<file path="config.mk">
export PLATFORM = sky130hd
export DESIGN_NAME = blimp_mem_arb_flat
export DESIGN_NICKNAME = d
export VERILOG_FILES = /design/src/rtl/blimp_mem_arb_if.sv /design/src/rtl/blimp_mem_arb.sv /design/src/flat_wrapper.sv
export SDC_FILE = /design/constraint.sdc
export NUM_CORES = 1
export LEC_CHECK = 0
export CELL_PAD_IN_SITES_DETAIL_PLACEMENT = 0
export CELL_PAD_IN_SITES_GLOBAL_PLACEMENT = 1
export CORE_AREA = 2 2 221 223
export DETAILED_ROUTE_END_ITERATION = 12
export DIE_AREA = 0 0 223 225
export PLACE_DENSITY_LB_ADDON = 0.1
export SLEW_MARGIN = 5
export SYNTH_ARGS = -nofsm -noshare
export SYNTH_HDL_FRONTEND = slang
export SYNTH_SLANG_ARGS = --single-unit
</file>
<file path="constraint.sdc">
create_clock -name clk -period 5.8 [get_ports clk]
set_input_delay 1.16 -clock clk [delete_from_list [all_inputs] [get_ports clk]]
set_output_delay 1.16 -clock clk [all_outputs]
set_load 0.01 [all_outputs]
</file>
<file path="src/rtl/blimp_mem_arb_if.sv">
// ---------------------------------------------------------------------------
// blimp_mem_arb_if
//
// Bundles every handshake/bus signal around the two-requester memory arbiter:
// the two upstream requester lanes (index 0 = instruction, 1 = data) and the
// single downstream memory port.
//
// Modports
//   slave  : arbiter view (receives upstream requests and memory responses,
//            drives upstream responses and downstream requests)
//   master : environment view (core + memory side), the mirror of slave
//
// Signals
//   req_val/req_rdy/req_msg      upstream request handshake, 2 lanes
//   resp_val/resp_rdy/resp_msg   upstream response handshake, 2 lanes
//   mem_req_val/rdy/msg          downstream request handshake
//   mem_resp_val/rdy/msg         downstream response handshake
// ---------------------------------------------------------------------------
interface blimp_mem_arb_if #(
    parameter int p_req_bits  = 32 + 32 + 32 + 8 + 4,
    parameter int p_resp_bits = 32 + 32 + 8 + 4
);
    logic [1:0]                  req_val;
    logic [1:0]                  req_rdy;
    logic [1:0][p_req_bits-1:0]  req_msg;

    logic [1:0]                  resp_val;
    logic [1:0]                  resp_rdy;
    logic [1:0][p_resp_bits-1:0] resp_msg;

    logic                        mem_req_val;
    logic                        mem_req_rdy;
    logic [p_req_bits-1:0]       mem_req_msg;

    logic                        mem_resp_val;
    logic                        mem_resp_rdy;
    logic [p_resp_bits-1:0]      mem_resp_msg;

    modport slave (
        input  req_val, req_msg, resp_rdy, mem_req_rdy, mem_resp_val, mem_resp_msg,
        output req_rdy, resp_val, resp_msg, mem_req_val, mem_req_msg, mem_resp_rdy
    );

    modport master (
        output req_val, req_msg, resp_rdy, mem_req_rdy, mem_resp_val, mem_resp_msg,
        input  req_rdy, resp_val, resp_msg, mem_req_val, mem_req_msg, mem_resp_rdy
    );
endinterface

</file>
<file path="src/rtl/blimp_mem_arb.sv">
// ---------------------------------------------------------------------------
// blimp_mem_arb
//
// Shares one memory request/response port between the instruction (lane 0)
// and data (lane 1) memory interfaces of a Blimp core. Requests are
// arbitrated round-robin and forwarded combinationally; the lane id of every
// accepted request is pushed into an in-order tag FIFO whose head steers the
// next returning response back to its owner. The downstream memory must
// answer in request order.
//
// Configuration macro
//   BLIMP_MEM_ARB_DATA_PRIO_EN : when defined, the data lane wins whenever it
//                                is valid (fixed priority, no prio state);
//                                the instruction lane may starve.
//
// Parameters
//   p_req_bits      width of a packed memory request  (must match bus)
//   p_resp_bits     width of a packed memory response (must match bus)
//   p_max_in_flight tag FIFO depth, power of two, >= 2
//
// Ports
//   clk  clock
//   rst  asynchronous active-high reset; while high all val/rdy outputs are 0
//   bus  blimp_mem_arb_if.slave (upstream lanes + downstream memory port)
// ---------------------------------------------------------------------------

// Property checker for the arbiter; holds only assertions.
module blimp_mem_arb_chk #(
    parameter int p_max_in_flight = 4
) (
    input logic                                 clk,
    input logic                                 rst,
    input logic [1:0]                           req_rdy,
    input logic [1:0]                           resp_val,
    input logic                                 mem_req_val,
    input logic                                 mem_req_rdy,
    input logic                                 mem_resp_rdy,
    input logic [$clog2(p_max_in_flight):0]     count
);
    localparam int CNT_W = $clog2(p_max_in_flight) + 1;

    // At most one upstream lane is ever granted.
    a_req_rdy_onehot: assert property (@(posedge clk) disable iff (rst)
        $onehot0(req_rdy));

    // A response is only ever offered on one lane.
    a_resp_val_onehot: assert property (@(posedge clk) disable iff (rst)
        $onehot0(resp_val));

    // Occupancy never exceeds the FIFO depth.
    a_count_bound: assert property (@(posedge clk) disable iff (rst)
        count <= CNT_W'(p_max_in_flight));

    // No response can be accepted without an outstanding tag.
    a_no_pop_empty: assert property (@(posedge clk) disable iff (rst)
        mem_resp_rdy |-> (count != {CNT_W{1'b0}}));

    // No request can issue while the tag FIFO is full.
    a_no_push_full: assert property (@(posedge clk) disable iff (rst)
        (mem_req_val && mem_req_rdy) |-> (count != CNT_W'(p_max_in_flight)));
endmodule

module blimp_mem_arb #(
    parameter int p_req_bits      = 32 + 32 + 32 + 8 + 4,
    parameter int p_resp_bits     = 32 + 32 + 8 + 4,
    parameter int p_max_in_flight = 4
) (
    input logic             clk,
    input logic             rst,
    blimp_mem_arb_if.slave  bus
);
    localparam int PTR_W = $clog2(p_max_in_flight);
    localparam int CNT_W = PTR_W + 1;
    localparam logic [CNT_W-1:0] CNT_MAX = CNT_W'(p_max_in_flight);

    // Tag FIFO storage and bookkeeping
    logic [p_max_in_flight-1:0] tags_r;
    logic [PTR_W-1:0]           head_r;
    logic [PTR_W-1:0]           tail_r;
    logic [CNT_W-1:0]           count_r;

`ifndef BLIMP_MEM_ARB_DATA_PRIO_EN
    // Lane favoured when both lanes request in the same cycle
    logic                       prio_r;
`endif

    logic                       full_s;
    logic                       empty_s;
    logic                       grant_s;
    logic                       head_tag_s;
    logic [1:0]                 req_rdy_s;
    logic                       mem_req_val_s;
    logic [p_req_bits-1:0]      mem_req_msg_s;
    logic [1:0]                 resp_val_s;
    logic                       mem_resp_rdy_s;
    logic [p_resp_bits-1:0]     mem_resp_msg_s;
    logic                       req_fire_s;
    logic                       resp_fire_s;

    // FIFO occupancy flags and the tag at the head of the FIFO.
    always_comb begin
        full_s     = (count_r == CNT_MAX);
        empty_s    = (count_r == {CNT_W{1'b0}});
        head_tag_s = tags_r[head_r];
    end

`ifdef BLIMP_MEM_ARB_DATA_PRIO_EN
    // Fixed priority: the data lane wins whenever it is valid.
    always_comb begin
        grant_s = 1'b0;
        if (bus.req_val[1]) begin
            grant_s = 1'b1;
        end else begin
            grant_s = 1'b0;
        end
    end
`else
    // Round-robin: a tie goes to prio_r, otherwise to the lone valid lane.
    // With no valid lane the grant is irrelevant; prio_r is reused.
    always_comb begin
        grant_s = 1'b0;
        case (bus.req_val)
            2'b11:   grant_s = prio_r;
            2'b10:   grant_s = 1'b1;
            2'b01:   grant_s = 1'b0;
            default: grant_s = prio_r;
        endcase
    end
`endif

    // Request path: forward the granted lane unless the tag FIFO is full.
    // The message mux is left ungated so it settles independently of rdy.
    always_comb begin
        req_rdy_s     = 2'b00;
        mem_req_val_s = 1'b0;
        mem_req_msg_s = bus.req_msg[grant_s];
        if (!rst && !full_s && bus.req_val[grant_s]) begin
            mem_req_val_s = 1'b1;
            if (bus.mem_req_rdy) begin
                req_rdy_s[grant_s] = 1'b1;
            end else begin
                req_rdy_s = 2'b00;
            end
        end else begin
            mem_req_val_s = 1'b0;
        end
    end

    // Response path: the head tag picks the lane. An unsolicited response
    // (FIFO empty) is never acknowledged, so it stays pending downstream.
    always_comb begin
        resp_val_s     = 2'b00;
        mem_resp_rdy_s = 1'b0;
        mem_resp_msg_s = bus.mem_resp_msg;
        if (!rst && !empty_s) begin
            resp_val_s[head_tag_s] = bus.mem_resp_val;
            mem_resp_rdy_s         = bus.resp_rdy[head_tag_s];
        end else begin
            resp_val_s     = 2'b00;
            mem_resp_rdy_s = 1'b0;
        end
    end

    // Handshake completion on each side.
    always_comb begin
        req_fire_s  = mem_req_val_s && bus.mem_req_rdy;
        resp_fire_s = mem_resp_rdy_s && bus.mem_resp_val;
    end

    assign bus.req_rdy      = req_rdy_s;
    assign bus.mem_req_val  = mem_req_val_s;
    assign bus.mem_req_msg  = mem_req_msg_s;
    assign bus.resp_val     = resp_val_s;
    assign bus.resp_msg     = {mem_resp_msg_s, mem_resp_msg_s};
    assign bus.mem_resp_rdy = mem_resp_rdy_s;

`ifndef BLIMP_MEM_ARB_DATA_PRIO_EN
    // After each issued request the other lane becomes favoured.
    always_ff @(posedge clk or posedge rst) begin
        if (rst) begin
            prio_r <= 1'b0;
        end else if (req_fire_s) begin
            prio_r <= !grant_s;
        end else begin
            prio_r <= prio_r;
        end
    end
`endif

    // Tag storage and tail pointer: record the granted lane on issue.
    // A full FIFO never pushes, even when a pop happens in the same cycle.
    always_ff @(posedge clk or posedge rst) begin
        if (rst) begin
            tags_r <= {p_max_in_flight{1'b0}};
            tail_r <= {PTR_W{1'b0}};
        end else if (req_fire_s) begin
            tags_r[tail_r] <= grant_s;
            tail_r         <= tail_r + PTR_W'(1);
        end else begin
            tags_r <= tags_r;
            tail_r <= tail_r;
        end
    end

    // Head pointer: advance when a response is handed upstream.
    always_ff @(posedge clk or posedge rst) begin
        if (rst) begin
            head_r <= {PTR_W{1'b0}};
        end else if (resp_fire_s) begin
            head_r <= head_r + PTR_W'(1);
        end else begin
            head_r <= head_r;
        end
    end

    // Occupancy: simultaneous push and pop leaves the count unchanged.
    always_ff @(posedge clk or posedge rst) begin
        if (rst) begin
            count_r <= {CNT_W{1'b0}};
        end else begin
            case ({req_fire_s, resp_fire_s})
                2'b10:   count_r <= count_r + CNT_W'(1);
                2'b01:   count_r <= count_r - CNT_W'(1);
                default: count_r <= count_r;
            endcase
        end
    end

    blimp_mem_arb_chk #(
        .p_max_in_flight (p_max_in_flight)
    ) u_chk (
        .clk          (clk),
        .rst          (rst),
        .req_rdy      (req_rdy_s),
        .resp_val     (resp_val_s),
        .mem_req_val  (mem_req_val_s),
        .mem_req_rdy  (bus.mem_req_rdy),
        .mem_resp_rdy (mem_resp_rdy_s),
        .count        (count_r)
    );
endmodule

</file>
<file path="src/flat_wrapper.sv">
// flat-port wrapper written by rule: the top's interface ports become plain ports
module blimp_mem_arb_flat 
#(
    parameter int p_req_bits      = 32 + 32 + 32 + 8 + 4,
    parameter int p_resp_bits     = 32 + 32 + 8 + 4,
    parameter int p_max_in_flight = 4
)
  (clk, rst, bus_req_val, bus_req_msg, bus_resp_rdy, bus_mem_req_rdy, bus_mem_resp_val, bus_mem_resp_msg, bus_req_rdy, bus_resp_val, bus_resp_msg, bus_mem_req_val, bus_mem_req_msg, bus_mem_resp_rdy);
  blimp_mem_arb_if #(.p_req_bits(p_req_bits), .p_resp_bits(p_resp_bits)) bus_i ();
  input logic clk;
  input logic rst;
  input wire logic [$bits(bus_i.req_val)-1:0] bus_req_val;
  input wire logic [$bits(bus_i.req_msg)-1:0] bus_req_msg;
  input wire logic [$bits(bus_i.resp_rdy)-1:0] bus_resp_rdy;
  input wire logic [$bits(bus_i.mem_req_rdy)-1:0] bus_mem_req_rdy;
  input wire logic [$bits(bus_i.mem_resp_val)-1:0] bus_mem_resp_val;
  input wire logic [$bits(bus_i.mem_resp_msg)-1:0] bus_mem_resp_msg;
  output wire logic [$bits(bus_i.req_rdy)-1:0] bus_req_rdy;
  output wire logic [$bits(bus_i.resp_val)-1:0] bus_resp_val;
  output wire logic [$bits(bus_i.resp_msg)-1:0] bus_resp_msg;
  output wire logic [$bits(bus_i.mem_req_val)-1:0] bus_mem_req_val;
  output wire logic [$bits(bus_i.mem_req_msg)-1:0] bus_mem_req_msg;
  output wire logic [$bits(bus_i.mem_resp_rdy)-1:0] bus_mem_resp_rdy;
  assign bus_i.req_val = bus_req_val;
  assign bus_i.req_msg = bus_req_msg;
  assign bus_i.resp_rdy = bus_resp_rdy;
  assign bus_i.mem_req_rdy = bus_mem_req_rdy;
  assign bus_i.mem_resp_val = bus_mem_resp_val;
  assign bus_i.mem_resp_msg = bus_mem_resp_msg;
  assign bus_req_rdy = bus_i.req_rdy;
  assign bus_resp_val = bus_i.resp_val;
  assign bus_resp_msg = bus_i.resp_msg;
  assign bus_mem_req_val = bus_i.mem_req_val;
  assign bus_mem_req_msg = bus_i.mem_req_msg;
  assign bus_mem_resp_rdy = bus_i.mem_resp_rdy;
  blimp_mem_arb #(.p_req_bits(p_req_bits), .p_resp_bits(p_resp_bits), .p_max_in_flight(p_max_in_flight)) u_core (.clk(clk), .rst(rst), .bus(bus_i));
endmodule
</file>
Word level (Yosys, flattened, before mapping). Cells that the tools add are included.

Register bits: 12. Input port bits: 300. Output and inout bits: 266. Logic and storage cells: 58.

Add/subtract/negate cells: 4. Magnitude comparators: 7. Eq/ne operators: 5. Mux-type cells: 22. Bitwise logic cells: 1. Reduce and logical (&&, ||, !) cells: 14.

Operators by type and width (number): $mux W108 (2); $mux W1 (10); $logic_and A1 B1 Y1 (8); $lt A2 B3 Y1 const B (2); $mux W2 (3); $pmux W3 S2 (1); $add A2 B1 Y2 const B (2); $bwmux W4 (1); $eq A2 B1 Y1 const B (2); $eq A2 B2 Y1 const B (2); $logic_not A1 Y1 (4); $lt A1 B2 Y1 const B (2); $add A3 B1 Y3 const B (1); $eq A3 B3 Y1 const B (1); $logic_not A3 Y1 (1); $sub A3 B1 Y3 const B (1); $and A2 B2 Y2 (1); $bmux W1 S2 (1); $demux W1 S1 (2); $demux W1 S2 (1); $ge A1 B1 Y1 const B (2); $ge A2 B1 Y1 const B (1); $pmux W1 S2 (1); $reduce_bool A2 Y1 (1).

Longest topological paths before layout.
Word-level depth: 9. Gate-level depth with buffers: 10. Depth with buffers taken out: 10.

Worst setup path after synthesis. Ideal clock, no wire load.

Kind: input port to output port. From: input bus_req_val[0]. To: output bus_mem_req_msg[13]. Data arrival time: 2.492 ns. Data required time: 4.640 ns. Setup slack: 2.148 ns. Cell stages on the path: 6. Cells stage by stage: inv_1 > ha_1 > mux2i_2 > buf_4 > buf_4 > mux2_2.

Longest elaborated chain between the ends: 4. Elaborated cells between the ends (all ways): 5. Those cells by class: 2 x eq/ne; 3 x mux.

Ends and longest elaborated chain: from (decl) (line flat_wrapper.sv:12) `input wire logic [$bits(bus_i.req_val)-1:0] bus_req_val;`; $eq A2 B1 Y1 / $eq A2 B2 Y1 (equally long branches) (line blimp_mem_arb.sv:122) `case (bus.req_val)`; $pmux W1 S2 * (line blimp_mem_arb.sv:122); $mux W108 (not written as such) * (2 in series) (line blimp_mem_arb.sv:136) `mem_req_msg_s = bus.req_msg[grant_s];`; to (decl) (line flat_wrapper.sv:22) `output wire logic [$bits(bus_i.mem_req_msg)-1:0] bus_mem_req_msg;`.

Every way passes the cells marked *; elsewhere a longest branch is shown, timed or not. The select of a mux whose other input is x is not followed.

Worst setup path in the final report.
From: input bus_req_val[1]. To: output bus_mem_req_msg[85].

The elaborated chain is that of the path after synthesis.

==> results.md <==
- VDD IR max: 98.0 uV
- Final Core Density: 13.1%
- Hold Path Class: reg -> reg
- Number of gates resized after cts: 0
- IO Pins: 566
- Vias in the first global route: 3550
- PortBufs: 337
- FF-to-FF path depth: 10
- GRT met3 Usage: 4.02%
- Non-filler cells, final: 1137
- TritonCTS Buffers: 3
- Post-synthesis sequential area ratio: 9.40%
- Pleak: 2.18 nW
- Commonest cells post-synth: 159 x buf_4, 108 x mux2_2, 12 x dfrtp_1
- Root buf cell: clkbuf_16
- N_diodes: 0
- Vias per cell: 2.68
- Maxcap violations: 0
- Post-route DRC: 0
- Hpwl dp: 13900 um
- Hold-fix buffers at CTS: 0
- Die Wd: 223 um
- Syn Area/Cell: 9.29 um^2
- Combinational family with the most area after synthesis: multiplexers
- Fmax: 200 MHz
- CP endpoint: bus_mem_req_msg[85]
- Compound-gate portion of the synthesized area: 3.29%
- RSZ-0062 raised after global routing: false
- DR vias: 3050
- Prevailing post-synth register cell: dfrtp_1
- First-pass GRT wire length: 22100 um
- Setup TNS: 0 ns
- Cell Area, Synth: 3200 um^2
- Crit. End Element: output pin
- Pin count of the biggest net entering global routing: 74
- Post-CTS Setup Repair Bufs: 0
- Fin crit share: 86.2%
- H-tree levels: 1
- Slowest stage cell, crit path: clkdlybuf4s50_1
- Clock slew at reported path FFs: 0.05 ns
- Post-synth top area share: 38.1%
- Worst skew pair latency: 0.24 ns
- Synth area leaders: mux2_2 38%, buf_4 37%, dfrtp_1 9.4%
- Placed cell area: 6150 um^2
- Final Power: 1.36 mW
- Clock sink count: 12
- Post-synthesis adder-cell area fraction: 3.37%
- Multiplexer share of the synthesized area: 40.7%
- Initial Util: 6.72%
- Die extent in y: 225 um
- Rel. slew slack: 61.2%
- Mapped Nets: 652
- PD cells: 219 nW/um^2
- Register bit total from synthesis: 12
- Post-route ant nets: 0
- Wire per inst: 13.8 um
- Top-count cell post-synth: buf_4
- Max Buffers Root-to-Sink: 2
- Synth Instances: 344
- Post-synth EDFFs: 0
- Reg-to-reg slack, setup: 3.33 ns
- Min cycle time layout: 5.00 ns
- Global route total overflow: 0
- Final Cell Area: 6230 um^2
- Crit-path max FO: 36
- Simple-Gate Fraction of Synth Area: 2.23%
- CTS tree: built
- Number of antenna violations at the first check in global routing: 1
- Crit Path Category: in -> out
- GRT busiest layer: met2
- Cell repeated most along the worst path: clkdlybuf4s50_1
- Final net count: 832
- Critical path startpoint category: input pin
- Crit path cell chain: clkdlybuf4s50_1 > inv_1 > ha_1 > mux2i_4 > buf_4 > mux2_2 > clkdlybuf4s50_1
- Slew Viols, Final: 0
- RD Place Congestion: 0.710
- Core Rows: 80
- Worst slew pin tran: 0.582 ns
- Outcome: finished, final reports clean
- Post-synth ARST share: 100%
- Placed Cells incl. Taps: 1134
- Layout area overhead: 94.9%
- Die ar.: 50200 um^2
- Drt total wl: 15700 um
- Grt met1 use: 4.43%
- Initial drt markers: 20
- Fin. Hold Viols: 0
- Layout cells sized above 1: 22.8%
- Req. time, crit path: 4.64 ns
- Yosys warning total: 0
- Unique masters post-synth: 27
- Clk_skew: 0.00124 ns
- Detailed Routing Iterations Pass 1: 4
- Post-synth top area cell: mux2_2
- XOR/XNOR Fraction of Synth Area: 1.37%
- Tot GR Track Use: 5.82%
- Worst r2r src: u_core.head_r[1]$_DFFE_PP0P_
- Crit path from: bus_req_val[1]
- Total core area: 47500 um^2
- CP max stage delay: 0.49 ns
- Final setup vio count: 0
- Critical Path AT: 3.84 ns
- Met2 Use GR: 11.4%
- RR Endpoint: u_core.count_r[2]$_DFFE_PP0P_
[cell type report]
type	count	area [um^2]
Tap cell	615	769
Sequential cell	12	300
Inverter	10	37.5
Timing Repair Buffer	340	3410
Multi-Input combinational cell	157	1640
Fill cell	5429	41300
Clock buffer	3	75.1
[state kept, by name (all words and copies together) (netlist names)]
signal,cells
u_core.count_r,3
u_core.head_r,2
u_core.tags_r,4
u_core.tail_r,2
u_core.prio_r,1
[power breakdown]
group / internal [mW] / switching, mW
clock network: 0.0901 / 0.0375
logic: 0.657 / 0.410
registers: 0.127 / 0.0416
total: 0.874 / 0.490
[per-layer routing]
metal	vias to the layer above	share of wire [%]	wire (um)
met5	-	0.083	13
met4	2	3.0	466
met2	283	54	8430
met1	1359	26	4140
li1	1363	-	-
met3	43	17	2640
[cell usage in the layout, fill, tap and decap left out]
| cell type | n |
|---|---|
| a21o_1 | 1 |
| xnor2_1 | 2 |
| fa_1 | 1 |
| and3_1 | 1 |
| inv_1 | 10 |
| buf_4 | 2 |
| o21ai_0 | 2 |
| a2111oi_4 | 1 |
| buf_12 | 1 |
| a31oi_1 | 4 |
| o31ai_1 | 1 |
| mux2i_4 | 1 |
| mux2_2 | 108 |
| clkbuf_16 | 3 |
| a21oi_1 | 4 |
| nand2_1 | 3 |
| nor2_1 | 5 |
| mux2i_1 | 7 |
| clkdlybuf4s50_1 | 337 |
| nor3b_1 | 1 |
| and2_2 | 1 |
| a211oi_1 | 1 |
| dfrtp_1 | 12 |
| ha_1 | 7 |
| nor2b_1 | 1 |
| nor2_2 | 1 |
| or3_2 | 1 |
| xor2_1 | 3 |
[metrics by stage]
step	hold slack (ns)	setup slack [ns]
floorplan	0.470	2.15
global placement	0.509	0.730
detailed placement	0.518	0.731
CTS	0.527	0.706
global route	0.544	0.621
finish	0.527	0.803
[worst min-delay path by stage]
stage                            startpoint                            to  slack, ns  cells past startpoint
4_1_cts        u_core.head_r[0]$_DFFE_PP0P_  u_core.head_r[0]$_DFFE_PP0P_       0.53                      1
3_3_place_gp   u_core.head_r[0]$_DFFE_PP0P_  u_core.head_r[0]$_DFFE_PP0P_       0.51                      1
2_1_floorplan     u_core.prio_r$_DFFE_PP0P_     u_core.prio_r$_DFFE_PP0P_       0.47                      1
3_5_place_dp   u_core.head_r[0]$_DFFE_PP0P_  u_core.head_r[0]$_DFFE_PP0P_       0.52                      1
6_report       u_core.head_r[0]$_DFFE_PP0P_  u_core.head_r[0]$_DFFE_PP0P_       0.53                      1
5_1_grt        u_core.head_r[0]$_DFFE_PP0P_  u_core.head_r[0]$_DFFE_PP0P_       0.54                      1
[cell families (layout without fill, tap and decap cells)]
group / after synthesis / after routing
AO/OA/AOI/OAI: 14 / 14
XOR/XNOR: 5 / 5
adder cells (fa/ha/maj): 8 / 8
buffers and inverters: 175 / 353
flip-flops: 12 / 12
multiplexers: 116 / 116
AND/OR/NAND/NOR: 14 / 14
[worst max-delay path: cells and delay by family]
kind,cells,cell delay [ns]
adder cells (fa/ha/maj),1,0.32
buffers and inverters,4,1.50
multiplexers,2,0.79
No activity file was read; power rests on OpenSTA's default activity.
